**src/rtl/hsv_core_pkg.sv**
```systemverilog
// hsv_core_pkg: shared core types; register masks cover x1..x31 (x0 never tracked).
package hsv_core_pkg;
  typedef logic [31:1] reg_mask;
  typedef enum logic {SB_RUN, SB_FLUSH} scoreboard_state_t;
endpackage

```
**src/rtl/hsv_core_issue_scoreboard_if.sv**
```systemverilog
// hsv_core_issue_scoreboard_if: masking-stage / commit / flush signals of the issue scoreboard.
interface hsv_core_issue_scoreboard_if #(
  parameter int CW = 4
);
  logic flush_req, valid_i, ready_i, commit_valid_i, stall_o, issue_o;
  hsv_core_pkg::reg_mask mask_i, rd_mask_i, commit_rd_mask_i, busy_o;
  logic [CW-1:0] inflight_o;
  modport master (
    output flush_req, valid_i, mask_i, rd_mask_i, ready_i, commit_valid_i, commit_rd_mask_i,
    input stall_o, issue_o, busy_o, inflight_o
  );
  modport slave (
    input flush_req, valid_i, mask_i, rd_mask_i, ready_i, commit_valid_i, commit_rd_mask_i,
    output stall_o, issue_o, busy_o, inflight_o
  );
endinterface

```
**src/rtl/hsv_core_issue_scoreboard.sv**
```systemverilog
// hsv_core_issue_scoreboard: register-hazard scoreboard, in-flight limiter and flush recovery.
// Define HSV_SCOREBOARD_BYPASS_EN to let a same-cycle commit release hazards and the full limit.
module hsv_core_issue_scoreboard
  import hsv_core_pkg::*;
#(
  parameter int MAX_INFLIGHT = 8,
  parameter int FLUSH_HOLD = 2
) (
  input logic clk_core,
  input logic rst_core_n,
  hsv_core_issue_scoreboard_if.slave sb
);
  localparam int CW = $clog2(MAX_INFLIGHT + 1);
  localparam int HW = FLUSH_HOLD > 1 ? $clog2(FLUSH_HOLD) : 1;
  scoreboard_state_t state_q, state_d;
  reg_mask busy_q, busy_d, clr, busy_eff;
  logic [CW-1:0] count_q, count_d;
  logic [HW-1:0] hold_q, hold_d;
  logic run, hazard, full, issue, dec;
  assign run = state_q == SB_RUN;
  assign clr = sb.commit_valid_i ? sb.commit_rd_mask_i : '0;
`ifdef HSV_SCOREBOARD_BYPASS_EN
  assign busy_eff = run ? busy_q & ~clr : busy_q;
  assign full = count_q == CW'(MAX_INFLIGHT) && !sb.commit_valid_i;
`else
  assign busy_eff = busy_q;
  assign full = count_q == CW'(MAX_INFLIGHT);
`endif
  assign hazard = |(sb.mask_i & busy_eff);
  assign issue = sb.valid_i & sb.ready_i & ~hazard & ~full & run & ~sb.flush_req;
  // a commit with nothing outstanding must not wrap the counter
  assign dec = sb.commit_valid_i && count_q != '0;
  assign sb.issue_o = issue;
  assign sb.stall_o = (sb.valid_i & ~issue) | ~run;
  assign sb.busy_o = busy_q;
  assign sb.inflight_o = count_q;
  always_comb begin
    state_d = state_q;
    busy_d = busy_q;
    count_d = count_q;
    hold_d = hold_q;
    if (sb.flush_req) begin
      state_d = SB_FLUSH;
      busy_d = '0;
      count_d = '0;
      hold_d = HW'(FLUSH_HOLD - 1);
    end else if (run) begin
      busy_d = (busy_q & ~clr) | (issue ? sb.rd_mask_i : '0);
      count_d = count_q + CW'(issue) - CW'(dec);
    end else if (hold_q == '0) begin
      state_d = SB_RUN;
    end else begin
      hold_d = hold_q - 1'b1;
    end
  end
  always_ff @(posedge clk_core) begin
    if (!rst_core_n) begin
      state_q <= SB_RUN;
      busy_q <= '0;
      count_q <= '0;
      hold_q <= '0;
    end else begin
      state_q <= state_d;
      busy_q <= busy_d;
      count_q <= count_d;
      hold_q <= hold_d;
    end
  end
endmodule

```
**src/flat_wrapper.sv**
```systemverilog
// flat-port wrapper written by rule: the top's interface ports become plain ports
module hsv_core_issue_scoreboard_flat import hsv_core_pkg::*;
#(
  parameter int MAX_INFLIGHT = 8,
  parameter int FLUSH_HOLD = 2
)
  (clk_core, rst_core_n, sb_flush_req, sb_valid_i, sb_mask_i, sb_rd_mask_i, sb_ready_i, sb_commit_valid_i, sb_commit_rd_mask_i, sb_stall_o, sb_issue_o, sb_busy_o, sb_inflight_o);
  hsv_core_issue_scoreboard_if #(.CW(4)) sb_i ();
  input logic clk_core;
  input logic rst_core_n;
  input wire logic [$bits(sb_i.flush_req)-1:0] sb_flush_req;
  input wire logic [$bits(sb_i.valid_i)-1:0] sb_valid_i;
  input wire logic [$bits(sb_i.mask_i)-1:0] sb_mask_i;
  input wire logic [$bits(sb_i.rd_mask_i)-1:0] sb_rd_mask_i;
  input wire logic [$bits(sb_i.ready_i)-1:0] sb_ready_i;
  input wire logic [$bits(sb_i.commit_valid_i)-1:0] sb_commit_valid_i;
  input wire logic [$bits(sb_i.commit_rd_mask_i)-1:0] sb_commit_rd_mask_i;
  output wire logic [$bits(sb_i.stall_o)-1:0] sb_stall_o;
  output wire logic [$bits(sb_i.issue_o)-1:0] sb_issue_o;
  output wire logic [$bits(sb_i.busy_o)-1:0] sb_busy_o;
  output wire logic [$bits(sb_i.inflight_o)-1:0] sb_inflight_o;
  assign sb_i.flush_req = sb_flush_req;
  assign sb_i.valid_i = sb_valid_i;
  assign sb_i.mask_i = sb_mask_i;
  assign sb_i.rd_mask_i = sb_rd_mask_i;
  assign sb_i.ready_i = sb_ready_i;
  assign sb_i.commit_valid_i = sb_commit_valid_i;
  assign sb_i.commit_rd_mask_i = sb_commit_rd_mask_i;
  assign sb_stall_o = sb_i.stall_o;
  assign sb_issue_o = sb_i.issue_o;
  assign sb_busy_o = sb_i.busy_o;
  assign sb_inflight_o = sb_i.inflight_o;
  hsv_core_issue_scoreboard #(.MAX_INFLIGHT(MAX_INFLIGHT), .FLUSH_HOLD(FLUSH_HOLD)) u_core (.clk_core(clk_core), .rst_core_n(rst_core_n), .sb(sb_i));
endmodule
```
**config.mk**
```make
export PLATFORM = sky130hd
export DESIGN_NAME = hsv_core_issue_scoreboard_flat
export DESIGN_NICKNAME = d
export VERILOG_FILES = /design/src/rtl/hsv_core_pkg.sv /design/src/rtl/hsv_core_issue_scoreboard_if.sv /design/src/rtl/hsv_core_issue_scoreboard.sv /design/src/flat_wrapper.sv
export SDC_FILE = /design/constraint.sdc
export NUM_CORES = 1
export LEC_CHECK = 0
export CAP_MARGIN = 20
export CORE_ASPECT_RATIO = 0.7
export CORE_UTILIZATION = 36
export DETAILED_ROUTE_END_ITERATION = 8
export PLACE_DENSITY_LB_ADDON = 0.25
export RECOVER_POWER = 25
export SLEW_MARGIN = 20
export SYNTH_ARGS = -nofsm -noshare
export SYNTH_HDL_FRONTEND = slang
export SYNTH_SLANG_ARGS = --single-unit
```
**constraint.sdc**
```tcl
create_clock -name clk_core -period 4.55 [get_ports clk_core]
set_clock_uncertainty 0.2 [all_clocks]
set_input_delay 0.6825 -clock clk_core [delete_from_list [all_inputs] [get_ports clk_core]]
set_output_delay 0.6825 -clock clk_core [all_outputs]
set_load 0.03 [all_outputs]
```
# --- Word-level counts from Yosys, hierarchy flattened ---
# Cells that the tools add are included.
totals:
  in_bits: 99
  word_cells: 38
  out_inout_bits: 37
  reg_bits: 37
op_classes:
  mux: 8
  n_addsub: 3
  bitwise_logic: 17
  eq_ne: 1
  n_reduce_logical: 5
op_table:
  columns: ["operator", "n"]
  rows:
  - ["bitwise AND 31 bit", 2]
  - ["2-to-1 mux 31 bit", 2]
  - ["inverter 31 bit", 1]
  - ["bitwise OR 31 bit", 1]
  - ["OR reduction 31 bit", 1]
  - ["bitwise AND 1 bit", 6]
  - ["2-to-1 mux 1 bit", 6]
  - ["inverter 1 bit", 6]
  - ["adder 4 x 1 -> 4 bit", 1]
  - ["== test 4 bit, second input constant", 1]
  - ["nonzero test 4 bit", 1]
  - ["subtractor 4 x 1 -> 4 bit", 1]
  - ["nonzero test 2 bit", 1]
  - ["OR reduction 2 bit", 1]
  - ["logical AND 1 bit", 1]
  - ["bitwise OR 1 bit", 1]
  - ["subtractor 1 bit, second input constant", 1]

# --- Depth between registers and ports, before layout ---
depth:
  depth_word: 10
  ltp_mapped: 14
  ltp_nobuf: 14

# --- Least setup slack after synthesis ---
# No wires, ideal clock.
synth_timing:
  path_type: "reg-to-reg"
  from: "register u_core.count_q[2] (netlist: u_core.sb.inflight_o[2])"
  to: "register u_core.count_q[2] (netlist: u_core.sb.inflight_o[2])"
  setup_time_ns: 0.086
  setup_slack_ns: 1.544
  path_stages_with_launch: 14
  n_path_buf: 0
  arrival_time_ns: 2.720
  required_time_ns: 4.264
  period_less_slack_ns: 3.006
  cell_sequence: "dfxtp_1 -> inv_1 -> ha_1 -> a2111oi_4 -> nand4_2 -> nor2_1 -> nand2_1 -> ha_1 -> inv_1 -> ha_1 -> fa_1 -> xor2_1 -> nor2_1 -> a211oi_1"
synth_between:
  elab_chain_len: 7
  word_cells_on_any_way: 9
  cone_classes: "add/sub: 2; eq/ne: 1; bitwise: 4; reduce/logical: 2"
synth_rtl:
  columns: ["item", "line", "rtl"]
  rows:
  - ["from (decl)", "hsv_core_issue_scoreboard.sv:17", "logic [CW-1:0] count_q, count_d;"]
  - ["from (signal assigned)", "hsv_core_issue_scoreboard.sv:65", "count_q <= count_d;"]
  - ["== test 4 bit", "hsv_core_issue_scoreboard.sv:27", "assign full = count_q == CW'(MAX_INFLIGHT);"]
  - ["inverter 1 bit", "hsv_core_issue_scoreboard.sv:30", "assign issue = sb.valid_i & sb.ready_i & ~hazard & ~full & run & ~sb.flush_req;"]
  - ["bitwise AND 1 bit (3 in series)", "hsv_core_issue_scoreboard.sv:30", null]
  - ["adder 4 x 1 -> 4 bit", "hsv_core_issue_scoreboard.sv:49", "count_d = count_q + CW'(issue) - CW'(dec);"]
  - ["subtractor 4 x 1 -> 4 bit (*)", "hsv_core_issue_scoreboard.sv:49", null]
# Mark *: on every way between the ends. The rest lies on a longest branch, timed or not.
# A chain may end at the register's enable or synchronous reset.

# --- Worst setup path in the final report ---
layout_timing:
  from: "input port sb_mask_i[11]"
  to: "output port sb_issue_o"
layout_between:
  elab_chain_len: 7
layout_rtl:
  columns: ["item", "line", "rtl"]
  rows:
  - ["from (decl)", "flat_wrapper.sv:13", "input wire logic [$bits(sb_i.mask_i)-1:0] sb_mask_i;"]
  - ["bitwise AND 31 bit", "hsv_core_issue_scoreboard.sv:29", "assign hazard = |(sb.mask_i & busy_eff);"]
  - ["OR reduction 31 bit", "hsv_core_issue_scoreboard.sv:29", null]
  - ["inverter 1 bit", "hsv_core_issue_scoreboard.sv:30", null]
  - ["bitwise AND 1 bit (4 in series)", "hsv_core_issue_scoreboard.sv:30", null]
  - ["to (decl)", "flat_wrapper.sv:19", "output wire logic [$bits(sb_i.issue_o)-1:0] sb_issue_o;"]
# No other way between the ends.

==> flow_summary.yaml <==
global_routing:
  grt_pass1_vias: 1929
  grt_pass1_wl_um: 9114
  antenna_found_initial: 0
  gr-usage-all-layers: 0.2304
  grt_max_degree: 32
  grt_overflow: 0
timing:
  fin_crit_sh: 0.8529
  finalSetupTns_ns: 0
  worst_pin_slew_ns: 0.6823
  fin_hold_ws_ns: 0.3151
  setup_viol: 0
  rsz0062_at_grt: "false"
  max_clock_freq_mhz: 257.7
  fin_ws_ns: 0.6692
  period_minus_slack_ns: 3.881
  slew_viol_final: 0
  max_slew_margin: 0.5431
  hold_viol: 0
floorplanning:
  die_width_um: 85.49
  core_sq_um: 4504
  start_util: 0.3900
  die_area_sq_um: 5167
  io-pin-count: 136
  num_rows: 20
  die_y_um: 60.45
clock_tree:
  clock-root-buffer: "clkbuf_8"
  cts.sink_count: 37
  clock_latency_ns: 0.28
  path_clk_slew_ns: 0.07
  cts_resized: 0
  cts_hold_buf: 0
  cts_tree: "built"
  numCtsBuffers: 5
  cts_setup_buffers: 0
  clockBufferDepth: 2
  htree_levels: 2
placed_design:
  io_buffer_count: 135
  place_inst: 353
  place_ws_ns: 0.6936
  place_area_sq_um: 3144
  gp_congestion: 0.8018
  hpwlAfterDp_um: 4426
setup_path:
  end_kind: "primary output"
  cp_num_buf_inv: 2
  start_kind: "input port"
  critPathArrivalTime_ns: 3.00
  worst-setup-path-type: "in -> out"
  cp.depth: 7
  r2r_cells: 13
  crit_top_cell: "clkdlybuf4s50_1"
  cp_slowest_cell: "clkdlybuf4s50_1"
  cp_top_family: "buffers and inverters"
  worst_path_largest_cell_delay_ns: 0.68
  crit_required_ns: 3.67
  path_cells: "clkdlybuf4s50_1, a22o_1, a221oi_1, nand4_2, nor2_1, and2_1, clkdlybuf4s50_1"
  critPathMaxFanout: 3
detailed_routing:
  wl_met1_um: 2447
  wl_met2_um: 2648
  drc: 0
  vias: 1872
  wl_per_cell_um: 15.69
  ant_nets: 0
  first_pass_iters: 4
  drt_wl_total_um: 5665
  drt_first_iter_violations: 64
  viasPerCell: 5.186
  met3_length_um: 507
  top_layer: "met4"
synthesis:
  ys_ff_latch: 37
  seq_area_frac_synth: 0.4217
  synth_cell_types: 32
  syn_area_per_cell_sq_um: 10.33
  synth_warnings: 0
  syn_inst: 170
  synth_area_sq_um: 1757
  synth_fp_nets: 276
finish:
  final_cell_mix: "clkdlybuf4s50_1 (118), dfxtp_1 (37), nand2_1 (33)"
  fillCellCount: 380
  final_common_cell: "clkdlybuf4s50_1"
  layout-drive-gt1-share: 0.1471
  area_delta_synth_final_pct: 83.69
  design_area_sq_um: 3227
  diodes: 0
  nets: 411
  fin_cells: 361
worst_hold_path:
  min_path_cells: 2
  hold_class: "reg -> reg"
run_status:
  status: "finished, final reports clean"
pwr:
  power.leakage_nw: 1.397
  p_per_area_nw_per_um2: 224.1
  ir_worst_vdd_mv: 0.1303
run:
  drv_cap: 0
==> worst reg2reg max path, stage by stage, from the launching register on <==
cell and delay, ns:
dfxtp_1 0.34, a22o_1 0.20, a221oi_1 0.41, nand4_2 0.24, nor2_1 0.20, nand2_1 0.08
ha_1 0.22, inv_1 0.09, ha_1 0.24, a21o_1 0.18, a21oi_1 0.21, xor2_1 0.17
nor2_1 0.05, a211oi_1 0.17
==> synthesized netlist by cell type <==
| library cell | n | share of area |
|---|---|---|
| nor2_2 | 1 | 0.0036 |
| a2111oi_4 | 1 | 0.016 |
| a22o_1 | 6 | 0.030 |
| a32o_2 | 29 | 0.19 |
| buf_6 | 3 | 0.019 |
| and2_1 | 1 | 0.0036 |
| nor2b_1 | 4 | 0.014 |
| nand4_1 | 1 | 0.0036 |
| a21o_1 | 1 | 0.0043 |
| nand4_2 | 1 | 0.0071 |
| a222oi_1 | 1 | 0.0057 |
| dfxtp_1 | 37 | 0.42 |
| ha_1 | 6 | 0.043 |
| nand3_1 | 1 | 0.0028 |
| o21a_1 | 1 | 0.0043 |
| a211oi_1 | 2 | 0.0085 |
| xor2_1 | 2 | 0.010 |
| nand2b_1 | 2 | 0.0071 |
| mux2i_1 | 2 | 0.011 |
| inv_1 | 5 | 0.011 |
| a22oi_1 | 4 | 0.017 |
| and4_1 | 1 | 0.0050 |
| fa_1 | 1 | 0.011 |
| a221oi_1 | 4 | 0.020 |
| a21oi_1 | 2 | 0.0057 |
| nand2_1 | 33 | 0.071 |
| a21boi_0 | 1 | 0.0043 |
| nor4_4 | 1 | 0.012 |
| nor2_1 | 6 | 0.013 |
| clkbuf_1 | 7 | 0.015 |
| o21ai_0 | 1 | 0.0028 |
| a32o_1 | 2 | 0.011 |
==> power breakdown <==
part	internal [mW]	total, mW	switching (mW)
Combinational	0.107	0.172	0.0646
Sequential	0.330	0.337	0.00742
Clock	0.106	0.214	0.108
Total	0.543	0.723	0.180
==> routing by layer <==
metal / vias up / global-route usage
li1: 929 / -
met3: 6 / 0.07755
met2: 89 / 0.4160
met5: - / 0
met4: 0 / 0.05952
met1: 848 / 0.2698
==> path summary, 6_finish.rpt <==
check,slack (ns),endpoint,from
hold / removal,0.32,u_core.state_q,u_core.hold_q
setup reg to reg,1.47,u_core.sb.inflight_o[3],u_core.sb.busy_o[23]
hold reg to reg,0.32,u_core.state_q,u_core.hold_q
setup / recovery,0.67,sb_issue_o,sb_mask_i[11]
==> state kept, by name (all words and copies together) (netlist names) <==
signal	cells
u_core.state_q	1
u_core.sb.busy_o	31
u_core.sb.inflight_o	4
u_core.hold_q	1
==> cell families (layout without fill, tap and decap cells) <==
kind of cell / count (synthesis) / in the layout / share of synthesized area
AOI/OAI and AO/OA: 55 / 55 / 0.3155
and+or+nand+nor: 52 / 52 / 0.1425
muxes: 2 / 2 / 0.01140
xor gates and xnor gates: 2 / 2 / 0.009973
DFF: 37 / 37 / 0.4217
adders and majority gates: 7 / 7 / 0.05413
buffers and inverters: 15 / 151 / 0.04487
==> through the flow <==
stage | power (mW) | util
after floorplan | 0.4070 | -
after global placement | 0.5151 | 0.6981
after detailed placement | 0.5182 | 0.6981
after CTS | 0.7322 | 0.7164
after global routing | 0.7633 | 0.7164
final | 0.7231 | 0.7164
==> final cells by class <==
| class | instances | area, sq um | share of cell area |
|---|---|---|---|
| Clock buffer | 6 | 72.57 | 0.02249 |
| Clock inverter | 2 | 10.01 | 0.003102 |
| Inverter | 5 | 18.77 | 0.005816 |
| Multi-Input combinational cell | 118 | 942.2 | 0.2920 |
| Sequential cell | 37 | 740.7 | 0.2295 |
| Tap cell | 55 | 68.82 | 0.02133 |
| Timing Repair Buffer | 138 | 1374 | 0.4257 |
Note: power is estimated with default switching activity, not from simulation.
